File: config.mk
export PLATFORM = sky130hd
export DESIGN_NAME = cbus_rr_arbiter
export DESIGN_NICKNAME = d
export VERILOG_FILES = /design/src/rtl/common.sv /design/src/rtl/cbus_rr_arbiter_picker.sv /design/src/rtl/cbus_rr_arbiter.sv
export SDC_FILE = /design/constraint.sdc
export NUM_CORES = 1
export LEC_CHECK = 0
export CAP_MARGIN = 20
export CELL_PAD_IN_SITES_DETAIL_PLACEMENT = 0
export CELL_PAD_IN_SITES_GLOBAL_PLACEMENT = 1
export CORE_MARGIN = 3
export CORE_UTILIZATION = 12
export CTS_CLUSTER_SIZE = 10
export DETAILED_ROUTE_END_ITERATION = 12
export PLACE_DENSITY_LB_ADDON = 0.1
export SLEW_MARGIN = 0
export SYNTH_ARGS = -nofsm -noshare
export SYNTH_HDL_FRONTEND = slang
export SYNTH_SLANG_ARGS = --single-unit
File: constraint.sdc
create_clock -name clk -period 1.28 [get_ports clk]
set_input_delay 0.128 -clock clk [delete_from_list [all_inputs] [get_ports clk]]
set_output_delay 0.128 -clock clk [all_outputs]
set_load 0.05 [all_outputs]
File: src/rtl/common.sv
// Shared cache-bus types and arbitration helpers.
package common;

   typedef enum logic {
      ARB_FIXED,
      ARB_RR
   } arb_mode_t;

   typedef struct packed {
      logic        valid;
      logic        we;
      logic [7:0]  len;
      logic [3:0]  wstrb;
      logic [31:0] addr;
      logic [31:0] wdata;
   } cbus_req_t;

   typedef struct packed {
      logic        ready;
      logic        last;
      logic [31:0] data;
   } cbus_resp_t;

   // Priority pointer after a completed grant: the requester after the winner.
   function automatic int unsigned rr_next(input int unsigned granted, input int unsigned n);
      return (granted + 1 == n) ? 0 : granted + 1;
   endfunction

endpackage

File: src/rtl/cbus_rr_arbiter_picker.sv
// Round-robin picker: first valid requester at or after ptr, wrapping.
module rr_picker #(
   parameter int unsigned N     = 2,
   parameter int unsigned IDX_W = 1
) (
   input  logic [N-1:0]     valid_i,
   input  logic [IDX_W-1:0] ptr_i,
   output logic             found_o,
   output logic [IDX_W-1:0] idx_o
);

   logic [N-1:0] rot;
   int unsigned  src;
   int unsigned  enc;
   int unsigned  sum;

   // Rotate the request vector so the priority holder sits at bit 0
   always_comb begin
      rot = '0;
      src = 0;
      for (int unsigned i = 0; i < N; i++) begin
         src = i + 32'(ptr_i);
         if (src >= N) src = src - N;
         rot[i] = valid_i[src];
      end
   end

   // Lowest set bit of the rotated vector wins
   always_comb begin
      found_o = 1'b0;
      enc     = 0;
      for (int unsigned i = 0; i < N; i++) begin
         if (!found_o && rot[i]) begin
            found_o = 1'b1;
            enc     = i;
         end
      end
   end

   // Undo the rotation to get the absolute requester index
   always_comb begin
      sum = enc + 32'(ptr_i);
      if (sum >= N) sum = sum - N;
      idx_o = IDX_W'(sum);
   end

endmodule

File: src/rtl/cbus_rr_arbiter.sv
// N-to-1 cache-bus arbiter with zero added grant latency and burst locking.
module cbus_rr_arbiter
   import common::*;
#(
   parameter int unsigned NUM_INPUTS = 2,
   parameter arb_mode_t   MODE       = ARB_RR,
   localparam int unsigned IDX_W     = (NUM_INPUTS > 1) ? $clog2(NUM_INPUTS) : 1
) (
   input  logic                         clk,
   input  logic                         reset,
   input  cbus_req_t  [NUM_INPUTS-1:0]  ireqs,
   output cbus_resp_t [NUM_INPUTS-1:0]  iresps,
   output cbus_req_t                    oreq,
   input  cbus_resp_t                   oresp,
   output logic                         busy,
   output logic [IDX_W-1:0]             owner
);

   typedef enum logic {
      S_IDLE,
      S_BUSY
   } state_e;

   state_e                  state_q;
   logic [IDX_W-1:0]        owner_q;
   logic [IDX_W-1:0]        ptr_q;
   logic [IDX_W-1:0]        ptr_d;
   logic                    busy_q;
   logic [NUM_INPUTS-1:0]   req_valid;
   logic                    found;
   logic [IDX_W-1:0]        pick_idx;
   logic                    grant;
   logic [IDX_W-1:0]        grant_idx;

   // Collect per-requester valid bits for the picker
   always_comb begin
      req_valid = '0;
      for (int unsigned i = 0; i < NUM_INPUTS; i++) begin
         req_valid[i] = ireqs[i].valid;
      end
   end

   rr_picker #(
      .N     (NUM_INPUTS),
      .IDX_W (IDX_W)
   ) u_picker (
      .valid_i (req_valid),
      .ptr_i   (ptr_q),
      .found_o (found),
      .idx_o   (pick_idx)
   );

   // Current grant: locked owner while BUSY, fresh pick while IDLE; nothing during reset
   always_comb begin
      grant     = 1'b0;
      grant_idx = owner_q;
      if (reset) begin
         if (state_q == S_BUSY) begin
            grant = 1'b1;
         end else if (found) begin
            grant     = 1'b1;
            grant_idx = pick_idx;
         end
      end
      ptr_d = IDX_W'(rr_next(32'(grant_idx), NUM_INPUTS));
   end

   // Burst-lock FSM with priority pointer and registered busy flag
   always_ff @(posedge clk or negedge reset) begin
      if (!reset) begin
         state_q <= S_IDLE;
         owner_q <= '0;
         ptr_q   <= '0;
         busy_q  <= 1'b0;
      end else begin
         case (state_q)
            S_IDLE: begin
               if (found) begin
                  if (oresp.last) begin
                     if (MODE == ARB_RR) ptr_q <= ptr_d;
                  end else begin
                     state_q <= S_BUSY;
                     owner_q <= pick_idx;
                     busy_q  <= 1'b1;
                  end
               end
            end
            S_BUSY: begin
               if (oresp.last) begin
                  state_q <= S_IDLE;
                  busy_q  <= 1'b0;
                  if (MODE == ARB_RR) ptr_q <= ptr_d;
               end
            end
            default: begin
               state_q <= S_IDLE;
               busy_q  <= 1'b0;
            end
         endcase
      end
   end

   // Route the granted request out and the memory response back to its owner only
   always_comb begin
      oreq   = '0;
      iresps = '0;
      if (grant) begin
         oreq              = ireqs[grant_idx];
         iresps[grant_idx] = oresp;
      end
   end

   assign busy  = busy_q;
   assign owner = grant_idx;

endmodule
==> flow_summary_export.csv <==
group,metric,value,unit
floorplan,core,0.01839,mm^2
sta,worst_pin_slew,0.3405,ns
sta,fin_crit,2.050,ns
final_layout,design_area,0.009525,mm^2
power_and_ir_drop,p_per_area,884.2,mW/mm^2
clock_tree,insertion_delay,0.23,ns
synth,synth_area_leaders,"mux2i_1, nand2_1, and3_1",
routing,wl_met3,1580,um
routing,ant_nets,0,
grt,grt_max_degree,51,
place,hpwlAfterDp,13950,um
synth,synthSimpleGateAreaFrac,45.10,%
status,violations,"setup timing",
clock_tree,clk_pin_slew,0.03,ns
place,pre_cts_ws,-0.7964,ns
routing,routedWlPerCell,18.44,um
synth,synth.most_common_cell,"nand2_1",
power_and_ir_drop,pwr-share-seq,2.1,%
synth,syn_nets,556,
routing,drtIter0Drc,60,
worst_setup_path,crit_path_end_kind,"primary output",
worst_setup_path,crit_family,"buffers and inverters",
routing,route.final.wire_length,17610,um
worst_setup_path,crit_top_cell,"buf_12",
place,io_buffers,339,
floorplan,io_pins,340,
floorplan,die_width,144.4,um
place,gp_congestion,0.7938,
synth,yosysTopAreaCell,"mux2i_1",
synth,synth.top_cell.area_share,33.95,%
final_layout,layout-drive-gt1-share,58.68,%
synth,synth_area,0.002300,mm^2
worst_setup_path,cp_data_required_time,1.15,ns
grt,grt_overflow,0,
routing,top_layer,"met4",
floorplan,dieHeight,144.4,um
power_and_ir_drop,swShare,44.95,%
worst_setup_path,max_stage_delay,0.41,ns
grt,antenna_found_initial,0,
synth,ys_types,20,
power_and_ir_drop,internal_power,4.636,mW
routing,drcViolationCount,0,
place,place_inst,932,
floorplan,fp-row-count,49,
synth,synth_compound_area_share,3.700,%
sta,maxSlewHeadroom,77.30,%
grt,grt_pass1_vias,4178,
synth,synthAdderAreaFrac,0.5441,%
grt,grt_pass1_wl,24140,um
synth,synth_xor_area_share,0,%
power_and_ir_drop,ir_worst_vdd,0.4167,mV
clock_tree,cts_tree,"built",
synth,synth_cells,363,
sta,finalSetupTns,-105.71,ns
grt,track_usage,14.67,%
routing,met2_length,9816,um
sta,setup_viol,148,
power_and_ir_drop,power,8.422,mW
synth,yosysWarnings,0,
routing,via_per_inst,4.230,
worst_setup_path,path_cells,"buf_6, o31a_4, buf_12, buf_16, clkbuf_16, and3_4, buf_12",
synth,async_reset_ff_share,100.0,%
clock_tree,cts_inserted_buffers,3,
sta,hold_violations,0,
worst_setup_path,cp-start-kind,"flip-flop",
routing,dr_total_vias,4040,
min_path,hold_path_class,"flip-flop to flip-flop",
synth,synthTopCellsByCount,"nand2_1, mux2i_1, and3_1",
floorplan,initial_core_util,12.50,%
power_and_ir_drop,switchingPower,3.786,mW
worst_setup_path,cp_max_fo,6,
routing,wl_met1,5949,um
power_and_ir_drop,power_frac_comb,92.1,%
clock_tree,cts.path.max_buffers,2,
floorplan,die_area,0.02086,mm^2
final_layout,areaGrowthSynthToFinish,314.2,%
power_and_ir_drop,power_frac_clock,5.9,%
worst_setup_path,slowest_stage,"dfrtp_1",
sta,rsz0062_at_grt,"yes",
sta,final.period_utilization,160.2,%
flow_run,maxCapViolations,0,
final_layout,nets,921,
sta,timing.hold.ws,0.5575,ns
synth,synth_top_family_by_area,"simple AND/OR/NAND/NOR gates",
place,postPlaceCellArea,0.008112,mm^2
synth,yosysSeqAreaShare,4.353,%
worst_setup_path,path_class,"flip-flop to primary output",
final_layout,antenna_cells,0,
synth,synth_seq_cells,4,
sta,fmax,487.8,MHz
synth,synth.area.mux_share,33.95,%
clock_tree,clock-sinks,4,
power_and_ir_drop,power_leakage,3.689,nW
final_layout,finish.utilization,51.79,%
worst_setup_path,arrival,1.92,ns
status,status,"complete, but fails checks",
synth,syn_area_per_cell,6.335,um^2
sta,fin_ws,-0.7701,ns
synth,ys.flop_type,"dfrtp_1",
routing,dr.pass1.iters,4,
synth,synth-edff-count,0,
worst_setup_path,critPathBufInv,5,
clock_tree,cts_htree_levels,1,
sta,slew_viol_final,0,
clock_tree,cts-root-buf,"clkbuf_16",
final_layout,stdcell_count,955,
sta,fin_skew,0.003377,ns
cell type report:
| type | instances | area (um^2) |
|---|---|---|
| clock buffer | 3 | 75.07 |
| fill | 1625 | 8867 |
| inverter | 3 | 16.27 |
| multi-input combinational | 317 | 3284 |
| sequential | 4 | 100.1 |
| tap | 229 | 286.5 |
| timing repair buffer | 399 | 5763 |
what timing repair did:
action,in CTS,in global routing
setup buffers,4,9
hold buffers,1,0
gates cloned,2,7
setup endpoints to repair,148,148
pin swaps,1,2
hold endpoints to repair,4,0
gates resized for setup,133,88
power by group through the flow:
| stage | logic [mW] | registers [mW] | clock network, mW |
|---|---|---|---|
| CTS | 7.25 | 0.173 | 0.498 |
| detailed placement | 6.58 | 0.174 | 0 |
| global placement | 6.54 | 0.173 | 0 |
| finish | 7.75 | 0.174 | 0.493 |
| global route | 8.06 | 0.178 | 0.503 |
| floorplan | 3.28 | 0.186 | 0 |
state kept, by name, summed over array words and instances, names as in the netlist:
signal and count:
ptr_q 1, busy 1, state_q 1, owner_q 1
kinds of logic (layout without fill, tap and decap cells):
| family | after synthesis | count (layout) |
|---|---|---|
| AND/OR/NAND/NOR | 229 | 229 |
| buffers and inverters | 42 | 405 |
| multiplexers | 78 | 78 |
| flip-flops | 4 | 4 |
| adder cells (fa/ha/maj) | 1 | 1 |
| AO/OA/AOI/OAI | 9 | 9 |
tightest hold or removal path, stage by stage (launching register included):
cell and delay (ns):
dfrtp_1 0.38, nand2_1 0.06, o21ai_0 0.07
path summary, 6_finish.rpt:
check | startpoint | end | slack [ns] | cells after the start
min in group asynchronous | reset | ptr_q | 0.60 | 3
worst max-delay path | state_q | iresps[26] | -0.77 | 7
max in group asynchronous | reset | busy | 0.49 | 3
worst max register to register | state_q | ptr_q | -0.31 | 7
worst min-delay path | ptr_q | ptr_q | 0.56 | 2
worst min register to register | ptr_q | ptr_q | 0.56 | 2
layout by cell type (no fill, tap or decap), types with 3 or more instances in the layout:
| cell type | instances |
|---|---|
| a21oi_1 | 3 |
| and3_4 | 67 |
| buf_12 | 160 |
| buf_16 | 6 |
| buf_4 | 25 |
| buf_6 | 6 |
| buf_8 | 3 |
| clkbuf_16 | 10 |
| clkdlybuf4s50_1 | 189 |
| dfrtp_1 | 4 |
| mux2i_1 | 3 |
| mux2i_2 | 14 |
| mux2i_4 | 61 |
| nand2_1 | 89 |
| nand2_2 | 62 |
| nand2_4 | 6 |
routing by layer:
metal	global-route usage, %	vias up
li1	-	1959
met1	15.05	1875
met2	29.63	189
met3	4.167	17
met4	2.258	0
met5	0	-
Note: power is estimated with default switching activity, not from simulation.
